==> src/rtl/mux3_pkg.sv <==
`default_nettype none
// ============================================================================
// Module : mux3_pkg
// Brief  : Shared select encodings, state type and helpers for mux3 control.
// Rev    : 1.0
// ============================================================================
package mux3_pkg;

  localparam logic [1:0] SEL_I0 = 2'b00;
  localparam logic [1:0] SEL_I1 = 2'b01;
  localparam logic [1:0] SEL_I2 = 2'b10;

  typedef enum logic [0:0] {
    IDLE  = 1'b0,
    GRANT = 1'b1
  } state_e;

  function automatic logic [1:0] onehot3_to_sel(input logic [2:0] oh);
    logic [1:0] sel;
    case (oh)
      3'b010:  sel = SEL_I1;
      3'b100:  sel = SEL_I2;
      default: sel = SEL_I0;
    endcase
    return sel;
  endfunction

  // mod-3 increment; an out-of-range input folds back to 0
  function automatic logic [1:0] ptr_inc3(input logic [1:0] p);
    logic [1:0] n;
    case (p)
      2'd0:    n = 2'd1;
      2'd1:    n = 2'd2;
      default: n = 2'd0;
    endcase
    return n;
  endfunction

endpackage
`default_nettype wire

==> src/rtl/rr_pick3.sv <==
`default_nettype none
// ============================================================================
// Module : rr_pick3
// Brief  : Combinational 3-way round-robin pick starting at a pointer.
// Rev    : 1.0
// ============================================================================
module rr_pick3 (
  input  logic [2:0] req_i,
  input  logic [1:0] ptr_i,
  output logic [2:0] gnt_o,
  output logic       any_o
);

  logic [2:0] rot;
  logic [2:0] pick;

  // rotate so the pointer position lands at bit 0, fixed-priority pick, rotate back
  always_comb begin
    case (ptr_i)
      2'd1:    rot = {req_i[0], req_i[2], req_i[1]};
      2'd2:    rot = {req_i[1], req_i[0], req_i[2]};
      default: rot = req_i;
    endcase

    if (rot[0])      pick = 3'b001;
    else if (rot[1]) pick = 3'b010;
    else if (rot[2]) pick = 3'b100;
    else             pick = 3'b000;

    case (ptr_i)
      2'd1:    gnt_o = {pick[1], pick[0], pick[2]};
      2'd2:    gnt_o = {pick[0], pick[2], pick[1]};
      default: gnt_o = pick;
    endcase
  end

  assign any_o = |req_i;

endmodule
`default_nettype wire

==> src/rtl/mux3_rr_sel.sv <==
`default_nettype none
// ============================================================================
// Module : mux3_rr_sel
// Brief  : Round-robin select controller feeding the mux3 select input.
// Rev    : 1.0
// ============================================================================
module mux3_rr_sel
  import mux3_pkg::*;
#(
  parameter int         BURST_LEN = 1,
  parameter logic [1:0] IDLE_SEL  = 2'b00
) (
`ifdef PWR_PINS
  input  logic       VDD,
  input  logic       GND,
`endif
  input  logic       clk_i,
  input  logic       rst_i,
  input  logic [2:0] req_i,
  input  logic       ready_i,
  output logic [1:0] sel_o,
  output logic [2:0] gnt_o,
  output logic       valid_o,
  output logic [2:0] ack_o
);

  localparam logic [3:0] c_BURST_MAX = 4'(BURST_LEN);

  state_e     state_q, state_d;
  logic [2:0] gnt_q,   gnt_d;
  logic [1:0] sel_q,   sel_d;
  logic [1:0] ptr_q,   ptr_d;
  logic [3:0] cnt_q,   cnt_d;

  logic       xfer;
  logic       keep;
  logic [1:0] rot_ptr;
  logic [1:0] pick_ptr;
  logic [2:0] win;
  logic       any;

  assign xfer     = (state_q == GRANT) && ready_i;
  assign keep     = (|(req_i & gnt_q)) && (cnt_q < c_BURST_MAX);
  assign rot_ptr  = ptr_inc3(sel_q);
  // in GRANT the arbiter looks ahead from the post-rotation pointer
  assign pick_ptr = (state_q == GRANT) ? rot_ptr : ptr_q;

  rr_pick3 u_pick (
    .req_i (req_i),
    .ptr_i (pick_ptr),
    .gnt_o (win),
    .any_o (any)
  );

  always_comb begin
    state_d = state_q;
    gnt_d   = gnt_q;
    sel_d   = sel_q;
    ptr_d   = ptr_q;
    cnt_d   = cnt_q;
    case (state_q)
      IDLE: begin
        if (any) begin
          state_d = GRANT;
          gnt_d   = win;
          sel_d   = onehot3_to_sel(win);
          cnt_d   = 4'd1;
        end
      end
      GRANT: begin
        if (xfer) begin
          if (keep) begin
            cnt_d = cnt_q + 4'd1;
          end else begin
            ptr_d = rot_ptr;
            if (any) begin
              gnt_d = win;
              sel_d = onehot3_to_sel(win);
              cnt_d = 4'd1;
            end else begin
              state_d = IDLE;
              gnt_d   = 3'b000;
              sel_d   = IDLE_SEL;
              cnt_d   = 4'd0;
            end
          end
        end
      end
      default: begin
        state_d = IDLE;
        gnt_d   = 3'b000;
        sel_d   = IDLE_SEL;
        cnt_d   = 4'd0;
      end
    endcase
  end

  always_ff @(posedge clk_i) begin
    if (rst_i) begin
      state_q <= IDLE;
      gnt_q   <= 3'b000;
      sel_q   <= IDLE_SEL;
      ptr_q   <= 2'd0;
      cnt_q   <= 4'd0;
    end else begin
      state_q <= state_d;
      gnt_q   <= gnt_d;
      sel_q   <= sel_d;
      ptr_q   <= ptr_d;
      cnt_q   <= cnt_d;
    end
  end

  assign sel_o   = sel_q;
  assign gnt_o   = gnt_q;
  assign valid_o = (state_q == GRANT);
  assign ack_o   = gnt_q & {3{valid_o & ready_i}};

  a_gnt_onehot0 : assert property (@(posedge clk_i) disable iff (rst_i)
    $onehot0(gnt_q));
  a_gnt_valid   : assert property (@(posedge clk_i) disable iff (rst_i)
    ((gnt_q != 3'b000) == valid_o));
  a_sel_match   : assert property (@(posedge clk_i) disable iff (rst_i)
    (valid_o ? (sel_q == onehot3_to_sel(gnt_q)) : (sel_q == IDLE_SEL)));
  a_sel_legal   : assert property (@(posedge clk_i) disable iff (rst_i)
    (sel_q != 2'b11));
  a_ptr_legal   : assert property (@(posedge clk_i) disable iff (rst_i)
    (ptr_q != 2'd3));

endmodule
`default_nettype wire

==> config.mk <==
export PLATFORM = sky130hd
export DESIGN_NAME = mux3_rr_sel
export DESIGN_NICKNAME = d
export VERILOG_FILES = /design/src/rtl/mux3_pkg.sv /design/src/rtl/rr_pick3.sv /design/src/rtl/mux3_rr_sel.sv
export SDC_FILE = /design/constraint.sdc
export NUM_CORES = 1
export LEC_CHECK = 0
export ABC_AREA = 1
export CAP_MARGIN = 20
export CORE_UTILIZATION = 40
export CTS_CLUSTER_DIAMETER = 150
export DETAILED_ROUTE_END_ITERATION = 7
export MAX_ROUTING_LAYER = met4
export PLACE_DENSITY_LB_ADDON = 0.3
export REMOVE_ABC_BUFFERS = 1
export SLEW_MARGIN = 20
export SYNTH_ARGS = -nofsm -noshare
export SYNTH_HDL_FRONTEND = slang
export SYNTH_SLANG_ARGS = --single-unit
==> constraint.sdc <==
create_clock -name clk_i -period 4.1 [get_ports clk_i]
set_input_delay 0.615 -clock clk_i [delete_from_list [all_inputs] [get_ports clk_i]]
set_output_delay 0.615 -clock clk_i [all_outputs]
set_load 0.005 [all_outputs]
==> metrics list <==
* Outcome: complete, no violations
* Sequential-to-total area share from yosys stat: around 28%
* Arrival time worst endpoint: 1.88 ns
* Max frequency: roughly 400 MHz
- The top cell type by area accounts for about 28% of the synthesized area.
* Cts hold-fix bufs: 0
- The post-route netlist has 14.0% of its cells at a drive strength greater than 1.
- Fillers: between 200 and 250
* Cell area after synthesis: roughly 850 µm²
* Max-slew violation total from the final report: 0
* Cell types with the largest area share after synthesis: sky130_fd_sc_hd__dfxtp_1 (28%), sky130_fd_sc_hd__nand2_1 (19%), sky130_fd_sc_hd__ha_1 (7.4%)
* Estimated wirelength of the detail-placed design: 1420 µm
- Clock-pin slew was measured on the worst setup and hold paths at 0.07 ns.
- Using the TritonRoute via totals, the vias-per-cell ratio works out to about 4.8.
* Height of the chip: 48.1 µm
- P&R area growth vs syn: 21.8%
* Path class of the lowest-slack min-delay path: flip-flop to flip-flop
- Last weighted congestion value of the routability-driven placer: between 0.8 and 0.9
* Iteration count of the initial detailed-routing pass: 5
- Async S/R FF share, synth: 0%
- In this design, the critical path's most frequently occurring cell is sky130_fd_sc_hd__clkdlybuf4s50_1.
* Number of sinks driven by the clock tree: 12
* Most used flip-flop cell after synthesis: sky130_fd_sc_hd__dfxtp_1
- Sequence of cells on the critical path: clkdlybuf4s50_1 -> nand2_1 -> nor2_1 -> clkdlybuf4s50_1
* Total of endpoints with negative setup slack in the final report: 0
- The netlist uses 24 different library cells.
- For this run the aggregate overflow at the end of global routing stands at 0.
- Syn_area_per_cell: 6.33 µm²
- Power density relative to cell area: between 300 and 400 mW/mm²
* Number of buffer and inverter instances along the worst setup path: 2
- The number of setup buffers added after CTS is 0.
- No sink is reached through more buffers than the 2 on the longest clock path.
- Largest vdd supply drop: between 150 and 200 µV
* Number of antenna violations at the first check in global routing: 0
- In the post-synthesis netlist, the cell with the most instances is sky130_fd_sc_hd__nand2_1.
- Maximum Capacitance Violations: 0
* Total negative slack for setup checks: 0 ns
* Core occupancy in the finished layout: ~52%
* Critical path's top delay family: buffers and inverters
- Counting flops with a built-in enable in the synthesized netlist gives 0.
- Time the final worst path needs with I/O delays and setup: 2.49 ns
- Period utilization: 60.8%
- First-pass GRT wire length: about 2900 µm
- The largest total area in the synthesized netlist belongs to sky130_fd_sc_hd__dfxtp_1.
- Gates resized during post-CTS repair numbered 0.
- Setup repair after global routing missed its margin: no
* Buffers added on ports: 14
- Antenna Cells: 0
- Critical Path Start Type: primary input
* Kind of end point of the critical path: output pin
- For the worst setup path, the data required time is 3.48 ns.
- Synthesis produced approximately 130 cells.
- Measured along the x axis, the die boundary spans ~48 µm.
* Starting utilization of the core area: roughly 43%
* Pin count of the biggest net entering global routing: 9
- Count of synthesis-stage warnings from yosys: 0
* Total wire length after detailed routing: approximately 1800 µm
* Clk root buf: sky130_fd_sc_hd__clkbuf_4
- For this run, the post-layout net count is between 150 and 200.
- For this block, the initial DRC count from the detailed router was 22.
- At the pin with the least slew margin, the transition time is ~0.3 ns.
- The die covers 0.00231 mm².
- On the worst path, the slowest cell contributes a delay of approximately 0.51 ns.
- Worst setup skew after layout: 0.00186 ns
* Total via count after detailed routing: between 800 and 900
* Most instantiated cells after synthesis: sky130_fd_sc_hd__nand2_1 (44), sky130_fd_sc_hd__inv_1 (16), sky130_fd_sc_hd__nor2_1 (15)
- Number of placement rows: 16
- DRT antenna net count: 0
* Cell leakage power: between 0.4 and 0.5 nW
- In this run the number of H-tree levels came out at 1.
- TritonCTS built the clock tree.
* Total Routing Usage GR: ~19%
- Residual DRC: 0
* Slowest-stage cell, CP: sky130_fd_sc_hd__clkdlybuf4s50_1
* Source-to-sink clock delay at the later pin of the worst-skew pair: around 0.27 ns
- I/O pin count: 15
- Total CTS buffers: 3
* Mean routed wirelength per cell: 10.2 µm
- The via count of the first global-routing pass is between 700 and 800.
- Hold Violations, Final: 0
* Largest fanout on the critical path: 5
- Hold timing on the final database bottoms out at a slack of between 0.4 and 0.5 ns.
- Number of storage elements in the synthesis netlist: 12
- WS Path Type: primary input to output pin
- In this run the tightest slew margin relative to its limit is between 80% and 90%.
- Placeable core region: about 0.002 mm²
## cell families (layout without fill, tap and decap cells)
family	after synthesis	in the layout	synth area share [%]
DFF	12	12	28.3
buffers and inverters	22	38	11.1
AOI/OAI and AO/OA	15	15	11.1
and+or+nand+nor	80	80	42.2
adders and majority gates	5	5	7.37
## routing by layer
layer	wire [µm]	global-route usage, %	part of all wire [%]
met1	902	24.6	50
met5	0	-	0
met4	0	5.56	0
met2	805	28.9	44
met3	104	6.79	5.7
## where the power goes
part	switching [W]	total, W	internal, W
logic	0.0000884	0.000149	0.0000608
registers	0.00000986	0.000138	0.000128
clock network	0.0000377	0.0000717	0.0000340
## cell usage in the layout (no fill, tap or decap), types with 3 or more instances in the layout
master,n
sky130_fd_sc_hd__nand3_2,3
sky130_fd_sc_hd__inv_2,3
sky130_fd_sc_hd__clkdlybuf4s50_1,14
sky130_fd_sc_hd__o21ai_0,5
sky130_fd_sc_hd__nor2_1,15
sky130_fd_sc_hd__clkbuf_4,3
sky130_fd_sc_hd__dfxtp_1,12
sky130_fd_sc_hd__inv_1,16
sky130_fd_sc_hd__a21oi_1,3
sky130_fd_sc_hd__nand2_2,5
sky130_fd_sc_hd__nand3_1,9
sky130_fd_sc_hd__ha_1,5
sky130_fd_sc_hd__nand2_1,44
## metrics by stage
stage | total power, W | instance area [µm²] | setup slack, ns | cells
2_1_floorplan | 0.000242 | 837 | 2.27 | 133
3_3_place_gp | 0.000286 | 1010 | 1.61 | 174
3_5_place_dp | 0.000289 | 1010 | 1.60 | 174
4_1_cts | 0.000363 | 1030 | 1.58 | 177
5_1_grt | 0.000391 | 1030 | 1.53 | 177
6_report | 0.000359 | 1030 | 1.61 | 177
## worst register-to-register path, delay by kind of cell (launching register included)
| family | cells | cell delay, ns |
|---|---|---|
| fa+ha+maj | 1 | 0.39 |
| buf+inv | 2 | 0.24 |
| compound gates | 2 | 0.38 |
| flops | 1 | 0.40 |
| simple gates | 7 | 0.64 |
## sequential cells by signal (all words and copies together) (netlist names)
name,count
sel_o,2
valid_o,1
ptr_q,2
cnt_q,4
gnt_o,3
## final cells by class
type | instances | area, µm² | area share (%)
Clock buffer | 3 | 22.5 | 2.18
Sequential cell | 12 | 240 | 23.2
Timing Repair Buffer | 14 | 140 | 13.6
Inverter | 21 | 82.6 | 7.99
Multi-Input combinational cell | 100 | 514 | 49.8
Tap cell | 27 | 33.8 | 3.27
## worst paths after layout
path / start / endpoint / slack, ns / cells past startpoint
setup / recovery: ready_i / ack_o[2] / 1.61 / 4
hold / removal: cnt_q[3] / cnt_q[3] / 0.45 / 2
setup reg to reg: valid_o / sel_o[1] / 2.00 / 12
hold reg to reg: cnt_q[3] / cnt_q[3] / 0.45 / 2
Power figures use the tool's default switching activity.
